$ cat src/rtl/seq_pkg.sv
// Shared definitions for the instruction sequencer.
//   seq_state_t       : sequencer FSM states
//   NOP_INSTR_DEFAULT : word presented on instr_o while nothing is being issued
//   *_LSB / *_W       : instruction field layout, used by stimulus encoders
package seq_pkg;

    typedef enum logic [1:0] {
        IDLE,
        RUN,
        FINISH
    } seq_state_t;

    localparam logic [31:0] NOP_INSTR_DEFAULT = 32'h0000_0000;

    localparam int OPC_LSB = 0;
    localparam int OPC_W   = 4;
    localparam int RD_LSB  = 4;
    localparam int RD_W    = 5;
    localparam int RB_LSB  = 9;
    localparam int RB_W    = 5;
    localparam int RA_LSB  = 14;
    localparam int RA_W    = 5;
    localparam int OFF_LSB = 19;
    localparam int OFF_W   = 13;

endpackage

$ cat src/rtl/instr_seq_mem.sv
// Program buffer for the instruction sequencer: DEPTH x WIDTH register array,
// one synchronous write port, one asynchronous read port, no reset.
//   clk_i   : clock
//   we_i    : write enable
//   waddr_i : write address
//   wdata_i : write data
//   raddr_i : read address
//   rdata_o : read data (combinational)
module instr_seq_mem #(
    parameter int WIDTH = 32,
    parameter int DEPTH = 16,
    localparam int AW = $clog2(DEPTH)
) (
    input  logic             clk_i,
    input  logic             we_i,
    input  logic [AW-1:0]    waddr_i,
    input  logic [WIDTH-1:0] wdata_i,
    input  logic [AW-1:0]    raddr_i,
    output logic [WIDTH-1:0] rdata_o
);

    logic [WIDTH-1:0] mem_q [DEPTH];

    always_ff @(posedge clk_i) begin
        if (we_i) begin
            mem_q[waddr_i] <= wdata_i;
        end
    end

    assign rdata_o = mem_q[raddr_i];

endmodule

$ cat src/rtl/instr_sequencer.sv
// Instruction sequencer: loads up to DEPTH instruction words, then issues them
// in order over a valid/ready stream (one-shot or looping), with abort and
// progress status.
//   clk_i, rst_ni                   : clock, async active-low reset
//   wr_valid_i/wr_ready_o/wr_data_i : program load stream (IDLE only)
//   clear_i                         : empty the program buffer (IDLE only)
//   start_i, loop_i                 : begin a run; loop_i sampled at start
//   stop_i                          : abort a run
//   instr_o/instr_valid_o/instr_ready_i : issue stream, pc_o = buffer index
//   busy_o, done_o, issue_cnt_o     : status
// Optional feature macro SEQ_BRANCH_EN adds br_valid_i / br_target_i: a branch
// taken on a handshake redirects the next entry; an out-of-range target ends
// the run.
module instr_sequencer
    import seq_pkg::*;
#(
    parameter int INSTR_WIDTH = 32,
    parameter int DEPTH = 16,
    parameter logic [INSTR_WIDTH-1:0] NOP_INSTR = NOP_INSTR_DEFAULT,
    parameter int CNT_WIDTH = 16,
    localparam int PW = $clog2(DEPTH)
) (
    input  logic                   clk_i,
    input  logic                   rst_ni,
    input  logic                   wr_valid_i,
    output logic                   wr_ready_o,
    input  logic [INSTR_WIDTH-1:0] wr_data_i,
    input  logic                   clear_i,
    input  logic                   start_i,
    input  logic                   loop_i,
    input  logic                   stop_i,
`ifdef SEQ_BRANCH_EN
    input  logic                   br_valid_i,
    input  logic [PW-1:0]          br_target_i,
`endif
    output logic [INSTR_WIDTH-1:0] instr_o,
    output logic                   instr_valid_o,
    input  logic                   instr_ready_i,
    output logic [PW-1:0]          pc_o,
    output logic                   busy_o,
    output logic                   done_o,
    output logic [CNT_WIDTH-1:0]   issue_cnt_o
);

    localparam logic [PW:0]          COUNT_ONE = {{PW{1'b0}}, 1'b1};
    localparam logic [PW-1:0]        PC_ONE    = {{(PW-1){1'b0}}, 1'b1};
    localparam logic [CNT_WIDTH-1:0] CNT_ONE   = {{(CNT_WIDTH-1){1'b0}}, 1'b1};

    seq_state_t             state_q, state_d;
    logic [PW:0]            count_q, count_d;
    logic [PW-1:0]          pc_q, pc_d;
    logic                   loop_q, loop_d;
    logic                   valid_q, valid_d;
    logic [INSTR_WIDTH-1:0] instr_q, instr_d;
    logic [CNT_WIDTH-1:0]   issue_cnt_q, issue_cnt_d;

    logic                   wr_en;
    logic                   hs;
    logic                   last;
    logic [INSTR_WIDTH-1:0] rd_data;

    // DEPTH is a power of two, so the count MSB alone means "buffer full".
    assign wr_ready_o = (state_q == IDLE) && !count_q[PW];
    assign hs         = valid_q && instr_ready_i;
    assign last       = ({1'b0, pc_q} == (count_q - COUNT_ONE));

    instr_seq_mem #(
        .WIDTH (INSTR_WIDTH),
        .DEPTH (DEPTH)
    ) u_mem (
        .clk_i   (clk_i),
        .we_i    (wr_en),
        .waddr_i (count_q[PW-1:0]),
        .wdata_i (wr_data_i),
        .raddr_i (pc_d),
        .rdata_o (rd_data)
    );

    always_comb begin
        state_d     = state_q;
        count_d     = count_q;
        pc_d        = pc_q;
        loop_d      = loop_q;
        valid_d     = valid_q;
        issue_cnt_d = issue_cnt_q;
        wr_en       = 1'b0;

        case (state_q)
            IDLE: begin
                valid_d = 1'b0;
                if (clear_i) begin
                    count_d = '0;
                end else begin
                    if (wr_valid_i && !count_q[PW]) begin
                        wr_en   = 1'b1;
                        count_d = count_q + COUNT_ONE;
                    end
                    if (start_i) begin
                        if (count_q != '0) begin
                            loop_d      = loop_i;
                            pc_d        = '0;
                            issue_cnt_d = '0;
                            valid_d     = 1'b1;
                            state_d     = RUN;
                        end else begin
                            state_d = FINISH;
                        end
                    end
                end
            end

            RUN: begin
                if (hs && (issue_cnt_q != '1)) begin
                    issue_cnt_d = issue_cnt_q + CNT_ONE;
                end
                if (stop_i) begin
                    valid_d = 1'b0;
                    state_d = FINISH;
                end
`ifdef SEQ_BRANCH_EN
                else if (hs && br_valid_i) begin
                    if ({1'b0, br_target_i} >= count_q) begin
                        valid_d = 1'b0;
                        state_d = FINISH;
                    end else begin
                        pc_d = br_target_i;
                    end
                end
`endif
                else if (hs) begin
                    if (!last) begin
                        pc_d = pc_q + PC_ONE;
                    end else if (loop_q) begin
                        pc_d = '0;
                    end else begin
                        valid_d = 1'b0;
                        state_d = FINISH;
                    end
                end
            end

            FINISH: begin
                valid_d = 1'b0;
                state_d = IDLE;
            end

            default: begin
                valid_d = 1'b0;
                state_d = IDLE;
            end
        endcase
    end

    // Read address is pc_d, so the word for the next presented entry is
    // registered together with pc; a stall keeps pc_d == pc_q and holds it.
    assign instr_d = valid_d ? rd_data : NOP_INSTR;

    always_ff @(posedge clk_i or negedge rst_ni) begin
        if (!rst_ni) begin
            state_q     <= IDLE;
            count_q     <= '0;
            pc_q        <= '0;
            loop_q      <= 1'b0;
            valid_q     <= 1'b0;
            instr_q     <= NOP_INSTR;
            issue_cnt_q <= '0;
        end else begin
            state_q     <= state_d;
            count_q     <= count_d;
            pc_q        <= pc_d;
            loop_q      <= loop_d;
            valid_q     <= valid_d;
            instr_q     <= instr_d;
            issue_cnt_q <= issue_cnt_d;
        end
    end

    assign instr_o       = instr_q;
    assign instr_valid_o = valid_q;
    assign pc_o          = pc_q;
    assign busy_o        = (state_q != IDLE);
    assign done_o        = (state_q == FINISH);
    assign issue_cnt_o   = issue_cnt_q;

endmodule

$ cat config.mk
export PLATFORM = sky130hd
export DESIGN_NAME = instr_sequencer
export DESIGN_NICKNAME = d
export VERILOG_FILES = /design/src/rtl/seq_pkg.sv /design/src/rtl/instr_seq_mem.sv /design/src/rtl/instr_sequencer.sv
export SDC_FILE = /design/constraint.sdc
export NUM_CORES = 1
export LEC_CHECK = 0
export ABC_AREA = 1
export CORE_ASPECT_RATIO = 2
export CORE_MARGIN = 2
export CORE_UTILIZATION = 45
export DETAILED_ROUTE_END_ITERATION = 8
export HOLD_SLACK_MARGIN = 0.1
export PLACE_DENSITY = 0.66
export SYNTH_ARGS = -nofsm -noshare
export SYNTH_HDL_FRONTEND = slang
export SYNTH_SLANG_ARGS = --single-unit
$ cat constraint.sdc
create_clock -name clk_i -period 4.1 [get_ports clk_i]
set_input_delay 0.615 -clock clk_i [delete_from_list [all_inputs] [get_ports clk_i]]
set_output_delay 0.615 -clock clk_i [all_outputs]
set_load 0.02 [all_outputs]
==> results of run 1 <==
## sequential cells by signal (all words and copies together), names as in the netlist
name,flops
u_mem.mem_q,512
instr_o,32
issue_cnt_o,16
count_q,5
pc_o,4
state_q,2
instr_valid_o,1
loop_q,1
## power by group
| part | total [mW] | leakage (nW) | switching [mW] | internal (mW) |
|---|---|---|---|---|
| logic | 4.11 | 4.64 | 2.87 | 1.24 |
| registers | 6.74 | 5.45 | 0.144 | 6.60 |
| clock network | 4.74 | 0.786 | 2.12 | 2.63 |
## metal layers
layer / part of all wire, % / wire length [um] / up-vias
li1: - / - / 7917
met4: 4.9 / 3360 / 0
met1: 37 / 24800 / 8474
met5: 0 / 0 / -
met2: 52 / 35200 / 789
met3: 6.7 / 4520 / 211
## how the worst max path moves through the flow
stage,slack [ns],from,depth (start not counted),to
3_3_place_gp,0.56,start_i,16,instr_o[17]$_DFF_PN0_
3_5_place_dp,0.57,start_i,15,instr_o[14]$_DFF_PN0_
6_report,0.60,count_q[0]$_DFFE_PN0P_,17,instr_o[5]$_DFF_PN0_
4_1_cts,0.63,count_q[0]$_DFFE_PN0P_,17,instr_o[5]$_DFF_PN0_
2_1_floorplan,0.99,state_q[0]$_DFFE_PN0P_,5,u_mem.mem_q[11][0]$_DFFE_PP_
5_1_grt,0.35,count_q[0]$_DFFE_PN0P_,18,instr_o[2]$_DFF_PN0_
## cell type report
| class | instances | share of cell area, % |
|---|---|---|
| timing repair buffer | 151 | 5.84 |
| sequential | 573 | 60.2 |
| antenna | 3 | 0.0267 |
| multi-input combinational | 1366 | 22.7 |
| clock buffer | 62 | 4.75 |
| tap | 676 | 3.01 |
| clock inverter | 25 | 0.998 |
| inverter | 186 | 2.51 |
## worst max-delay path: stages (launching register included)
cell and delay (ns):
sky130_fd_sc_hd__dfrtp_1 0.48, sky130_fd_sc_hd__inv_1 0.13, sky130_fd_sc_hd__ha_1 0.34, sky130_fd_sc_hd__nand2_1 0.08, sky130_fd_sc_hd__inv_1 0.04, sky130_fd_sc_hd__nor2_1 0.08
sky130_fd_sc_hd__nand3_1 0.13, sky130_fd_sc_hd__nor2_4 0.17, sky130_fd_sc_hd__nand3_2 0.14, sky130_fd_sc_hd__nand3_4 0.12, sky130_fd_sc_hd__buf_12 0.45, sky130_fd_sc_hd__buf_4 0.49
sky130_fd_sc_hd__nand4_1 0.16, sky130_fd_sc_hd__nand3_1 0.14, sky130_fd_sc_hd__nand3_1 0.08, sky130_fd_sc_hd__nand3_1 0.11, sky130_fd_sc_hd__nand2_1 0.06, sky130_fd_sc_hd__nor2_1 0.14
## kinds of logic after synthesis
| kind of cell | after synthesis | share of synthesized area, % |
|---|---|---|
| fa+ha+maj | 6 | 0.306 |
| xor+xnor | 7 | 0.250 |
| simple gates | 1311 | 23.8 |
| compound gates | 42 | 1.00 |
| flops | 573 | 68.9 |
| buf+inv | 330 | 5.73 |
## cell usage in the layout, fill, tap and decap left out, types with 18 or more instances in the layout
cell	synthesis	final
sky130_fd_sc_hd__nor2_4	2	18
sky130_fd_sc_hd__buf_12	0	22
sky130_fd_sc_hd__nor2_1	144	128
sky130_fd_sc_hd__nand2_1	651	651
sky130_fd_sc_hd__nand4_1	169	169
sky130_fd_sc_hd__inv_1	180	180
sky130_fd_sc_hd__nand3_1	325	325
sky130_fd_sc_hd__edfxtp_1	512	512
sky130_fd_sc_hd__clkdlybuf4s50_1	0	94
sky130_fd_sc_hd__clkbuf_16	0	49
sky130_fd_sc_hd__dfrtp_1	61	61
sky130_fd_sc_hd__buf_4	7	34
==> results.md, run 1 <==
* Run status: finished, final reports clean
* Post-Synthesis Cell Area at 0.0245 sq mm
* Remaining max-slew budget at the tightest pin at 28.4%
* Cell area after placement at 0.0265 sq mm
* Leakage dissipation at 10.9 nW
* Number of buffers created by CTS at 47
* Most repeated cell in the gate-level netlist after synthesis: sky130_fd_sc_hd__nand2_1
* Power density cells at 555 mW/mm^2
* Utilization after layout at 51.8%
* Clock slew seen by the registers of the worst setup and hold paths at 0.07 ns
* GR Overflow Total at 0
* Worst-case clock buffer depth at 3
* Sequential cell area at 0.0169 sq mm
* Proportion of synthesized chip area in sequential cells at 68.9%
* CP Data Required Time at 4.59 ns
* Cells resized by post-CTS repair at 0
* DRC violation total after the first TritonRoute iteration at 1744
* RSZ-0062 raised after global routing: no
* TritonCTS sink count at 573
* Die Width at 169 um
* Data arrival time of the critical path at 3.99 ns
* Critical path type: flop to flop
* Warnings, synthesis at 0
* Achievable clock frequency at 286 MHz
* Min setup slack post-route at 0.605 ns
* Tot Pwr at 15.6 mW
* Critical register-to-register path endpoint: instr_o[5]$_DFF_PN0_
* Placed Instances at 2952
* Layout cell share with drive strength beyond 1 at 7.24%
* Vias post-DR at 17.4k
* First-pass GRT wire length at 103000 um
* Average footprint of a synthesized cell at 10.8 sq um
* Library cell occupying the most area in the post-synthesis netlist: sky130_fd_sc_hd__edfxtp_1
* Buffer type at the clock tree root: sky130_fd_sc_hd__clkbuf_16
* Time the worst path needs with I/O delays and setup at 3.50 ns
* Starting density of the core at 45.3%
* Largest driver fanout on the critical path at 112
* Slack of the worst reg-to-reg path at 0.60 ns
* Total of fill cells in the finished design at 4609
* Met2 track utilization from global routing at 43.2%
* Reg2Reg Launch Point: count_q[0]$_DFFE_PN0P_
* Most frequently used flop master after synthesis: sky130_fd_sc_hd__edfxtp_1
* Number of setup buffers added after CTS at 0
* Max-Cap Viols at 0
* Floorplan die height at 334 um
* Share of the synthesized area in the top cell type at 62.7%
* Most used routing layer: met2
* Number of slew-limit violations in the final report at 0
* Critical Path Sink Type: flop
* I/O Buffers at 95
* Final hold violation count at 0
* Multi-input combinational cell area at 0.00638 sq mm
* Final Net Count at 2371
* Area inside the core boundary at 0.0542 sq mm
* Vias per cell at 5.72
* Number of top-level pins at 96
* Hold_buf cts at 0
* Number of flops mapped to enable cells by yosys at 512
* Hold slack at 0.300 ns
* Final worst-path cycle share at 85.3%
* Source-to-sink clock delay at the later pin of the worst-skew pair at 0.60 ns
* Setup Viol. Count Final at 0
* Final Wtd Congestion at 0.862
* Max rail drop VDD at 364 uV
* Pin count of the biggest net entering global routing at 144
* Number of instances in the synthesized netlist at 2269
* Antenna violations before repair at 5
* Type of the worst min-delay path: primary input to asynchronous set/reset pin
* DR pass1 iterations at 8
* Overall track demand over capacity in global routing at 24.1%
* Total Wirelength at 67900 um
* Clock tree skew after final layout at 0.0255 ns
* Placed wire-length estimate at 36500 um
* Flip-flop and latch count after synthesis at 573
* Residual antenna-violating net count after detailed routing at 0
* Mapped Nets at 2315
* DIE AREA at 0.0565 sq mm
* Area growth from synthesis to layout at 14.5%
* Non-Filler Instances at 3042
* Ys async rst share at 10.6%
* Wire length per cell after detailed routing at 22.3 um
* Least-Margin Pin Slew at 1.07 ns
* Global-route met1 utilization at 28.1%
* Synth unique cells at 35
* Met3 Track Usage GR at 3.05%
* Cell Rows at 121
* Largest cells by area after synthesis: sky130_fd_sc_hd__edfxtp_1 (63%), sky130_fd_sc_hd__nand2_1 (10%), sky130_fd_sc_hd__nand3_1 (6.6%)
* Startpoint kind of the worst setup timing path: flop
* Clock tree from TritonCTS: built
* Final-layout setup total negative slack at 0 ns
* DRC Markers at 0
* Vias in the first global route at 17.4k
* R2R depth at 17
* Worst slack at placement at 0.569 ns
* Area of all placed cells without fillers at 0.0281 sq mm
* Ranking of synthesized cells by instance count: sky130_fd_sc_hd__nand2_1 (651), sky130_fd_sc_hd__edfxtp_1 (512), sky130_fd_sc_hd__nand3_1 (325), sky130_fd_sc_hd__inv_1 (180), sky130_fd_sc_hd__nand4_1 (169)
* Number of levels the H-tree was split into at 2
Note: power is estimated with default switching activity, not from simulation.
==> inputs of run 2 (changes only) <==
==> constraint.sdc (replaced) <==
create_clock -name clk_i -period 4.1 [get_ports clk_i]
set_input_delay 0.82 -clock clk_i [delete_from_list [all_inputs] [get_ports clk_i]]
set_output_delay 0.82 -clock clk_i [all_outputs]
set_load 0.02 [all_outputs]
==> run 2 against run 1 <==
  * Sequential share of layout area decreased by 0.59 points
  * Fmax grew 3.5%
  * Critical endpoint is now instr_o[27]$_DFF_PN0_
  * Routed wire length decreased by 1.2%
  * Sequential cell count unchanged
  * Clock skew down 0.0043 ns
  * Clock power about the same
  * Combinational power is 2% higher
  * Critical path type unchanged
  * Total power increased by 0.46%
  * Non-clock buffer count rose by 10
  * Core utilization increased by 0.51 points
==> results.md, run 2 (synthesis gave the netlist of run 1 again) <==
* Setup Viol. Count Final at 0 (unchanged)
* Total Wirelength at 67100 um (-1.2%)
* DRC violation total after the first TritonRoute iteration at 1787 (+2.5%)
* Startpoint kind of the worst setup timing path: flop
* Min setup slack post-route at 0.724 ns (+0.119 ns)
* Die Width at 169 um (unchanged)
* Clock tree skew after final layout at 0.0213 ns (-0.00429 ns)
* Final Net Count at 2382 (+0.46%)
* Total net switching power at 5.15 mW (+0.27%)
* Source-to-sink clock delay at the later pin of the worst-skew pair at 0.59 ns (about the same)
* Final worst-path cycle share at 82.3% (-2.9 points)
* Power density cells at 552 mW/mm^2 (-0.52%)
* Hold_buf cts at 0 (unchanged)
* Achievable clock frequency at 296 MHz (+3.5%)
* Max-Cap Viols at 0 (unchanged)
* Vias in the first global route at 17.1k (-2.1%)
* Clock tree from TritonCTS: built
* Vias per cell at 5.63 (-1.4%)
* Floorplan die height at 334 um (unchanged)
* Least-Margin Pin Slew at 0.764 ns (-0.310 ns)
* GR Overflow Total at 0 (unchanged)
* Internal power consumption at 10.5 mW (+0.56%)
* Max rail drop VDD at 297 uV (-18%)
* Largest driver fanout on the critical path at 11 (-90%)
* Cell-by-cell listing of the critical path: inv_1, ha_1, nand2_1, inv_1, nor2_1, nand3_1, nor2_4, nand3_1, o31ai_1, o22ai_4, inv_1, buf_4, nand3_1, nand2_1, nor2_1
* Pin count of the biggest net entering global routing at 92 (-36%)
* Final Wtd Congestion at 0.844 (-2.2%)
* Leading cell types in the layout, fill and taps excluded: sky130_fd_sc_hd__nand2_1 (651), sky130_fd_sc_hd__edfxtp_1 (512), sky130_fd_sc_hd__nand3_1 (325)
* Total of fill cells in the finished design at 4586 (-0.50%)
* Tot Pwr at 15.7 mW (+0.46%)
* Non-Filler Instances at 3053 (+0.36%)
* Time the worst path needs with I/O delays and setup at 3.38 ns (-0.119 ns)
* Worst slack at placement at 0.624 ns (+0.0550 ns)
* Cell Rows at 121 (unchanged)
* Final hold violation count at 0 (unchanged)
* Placed wire-length estimate at 38800 um (+6.2%)
* Max reg flops at 512 (unchanged)
* Critical Path Sink Type: flop
* Number of buffers created by CTS at 48 (+2.1%)
* Comb pwr share at 26.8% (+0.4 points)
* Leakage dissipation at 11.0 nW (+0.86%)
* Highest cell delay on the worst timing path at 0.53 ns (+0.04 ns)
* First-pass GRT wire length at 102000 um (-1.2%)
* Number of slew-limit violations in the final report at 0 (unchanged)
* Area growth from synthesis to layout at 15.7%
* Worst-path cell with the longest stage delay: sky130_fd_sc_hd__inv_1
* Run status: finished, final reports clean
* Overall track demand over capacity in global routing at 23.9% (-0.25 points)
* Residual antenna-violating net count after detailed routing at 0 (unchanged)
* Most common cell after layout, fill and taps aside: sky130_fd_sc_hd__nand2_1
* Remaining max-slew budget at the tightest pin at 48.9% (+21 points)
* I/O Buffers at 95 (unchanged)
* CP Data Required Time at 4.57 ns (-0.02 ns)
* Wire length per cell after detailed routing at 22.0 um (-1.6%)
* DR pass1 iterations at 6 (-2)
* Register bank with the most flops: u_mem.mem_q
* Sw frac at 32.8% (-0.064 points)
* Sequential share of power at 43.1% (about the same)
* DIE AREA at 0.0565 sq mm (unchanged)
* Number of levels the H-tree was split into at 2 (unchanged)
* Buffer type at the clock tree root: sky130_fd_sc_hd__clkbuf_16
* Critical path type: flop to flop
* Cell area after placement at 0.0268 sq mm (+1.1%)
* Hold slack at 0.283 ns (-0.0162 ns)
* Clock slew seen by the registers of the worst setup and hold paths at 0.07 ns (about the same)
* Antenna violations before repair at 3 (-2)
* RSZ-0062 raised after global routing: no
* DRC Markers at 0 (unchanged)
* Utilization after layout at 52.3% (+0.51 points)
* Number of setup buffers added after CTS at 0 (unchanged)
* Layout cell share with drive strength beyond 1 at 7.49% (+0.26 points)
* R2R depth at 15 (-2)
* Area of all placed cells without fillers at 0.0284 sq mm (+0.99%)
* Worst-case clock buffer depth at 3 (unchanged)
* Vias post-DR at 17.2k (-1.1%)
* Starting density of the core at 45.3% (unchanged)
* Placed Instances at 2962 (+0.34%)
* Final-layout setup total negative slack at 0 ns (unchanged)
* TritonCTS sink count at 573 (unchanged)
* Slack of the worst reg-to-reg path at 0.72 ns (+0.12 ns)
* Number of top-level pins at 96 (unchanged)
* Clock share of power at 30.2% (-0.2 points)
* Data arrival time of the critical path at 3.85 ns (-0.14 ns)
* Area inside the core boundary at 0.0542 sq mm (unchanged)
* Type of the worst min-delay path: primary input to asynchronous set/reset pin
* Cells resized by post-CTS repair at 0 (unchanged)
==> run 2: final cells by class <==
cell class	instances	area (sq um)	share of cell area [%]
antenna	1	2.50	0.00882
clock buffer	57	1270	4.46
clock inverter	33	344	1.21
inverter	186	706	2.49
multi-input combinational	1366	6380	22.5
sequential	573	16900	59.6
tap	676	846	2.98
timing repair buffer	161	1930	6.80
==> run 2: power by group through the flow <==
stage,logic [mW],registers [mW],clock network [mW]
floorplan,2.67,6.91,0
global placement,4.13,6.87,0
detailed placement,4.19,6.87,0
CTS,4.21,6.75,4.78
global route,4.68,6.76,4.99
finish,4.19,6.75,4.73
==> run 2: path summary, 6_finish.rpt <==
| kind | to | from |
|---|---|---|
| worst max-delay path | instr_o[27]$_DFF_PN0_ | count_q[0]$_DFFE_PN0P_ |
| worst min-delay path | issue_cnt_o[13]$_DFFE_PN0P_ | rst_ni |
| worst max register to register | instr_o[27]$_DFF_PN0_ | count_q[0]$_DFFE_PN0P_ |
| worst min register to register | issue_cnt_o[14]$_DFFE_PN0P_ | issue_cnt_o[14]$_DFFE_PN0P_ |
| max in group asynchronous | instr_o[7]$_DFF_PN0_ | rst_ni |
| min in group clk_i | issue_cnt_o[14]$_DFFE_PN0P_ | issue_cnt_o[14]$_DFFE_PN0P_ |
==> run 2: critical path: cells and delay by family, from the launching register on <==
family                   cells  cell delay (ns)
flip-flops                   1             0.48
AND/OR/NAND/NOR              8             0.77
buffers and inverters        4             1.05
adder cells (fa/ha/maj)      1             0.34
AO/OA/AOI/OAI                2             0.60
==> run 2: per-layer routing <==
layer  part of all wire (%)  global-route usage [%]
met4                    4.9                    12.3
met1                     37                    28.7
met5                      0                       0
met3                    6.4                    3.07
met2                     51                    41.9
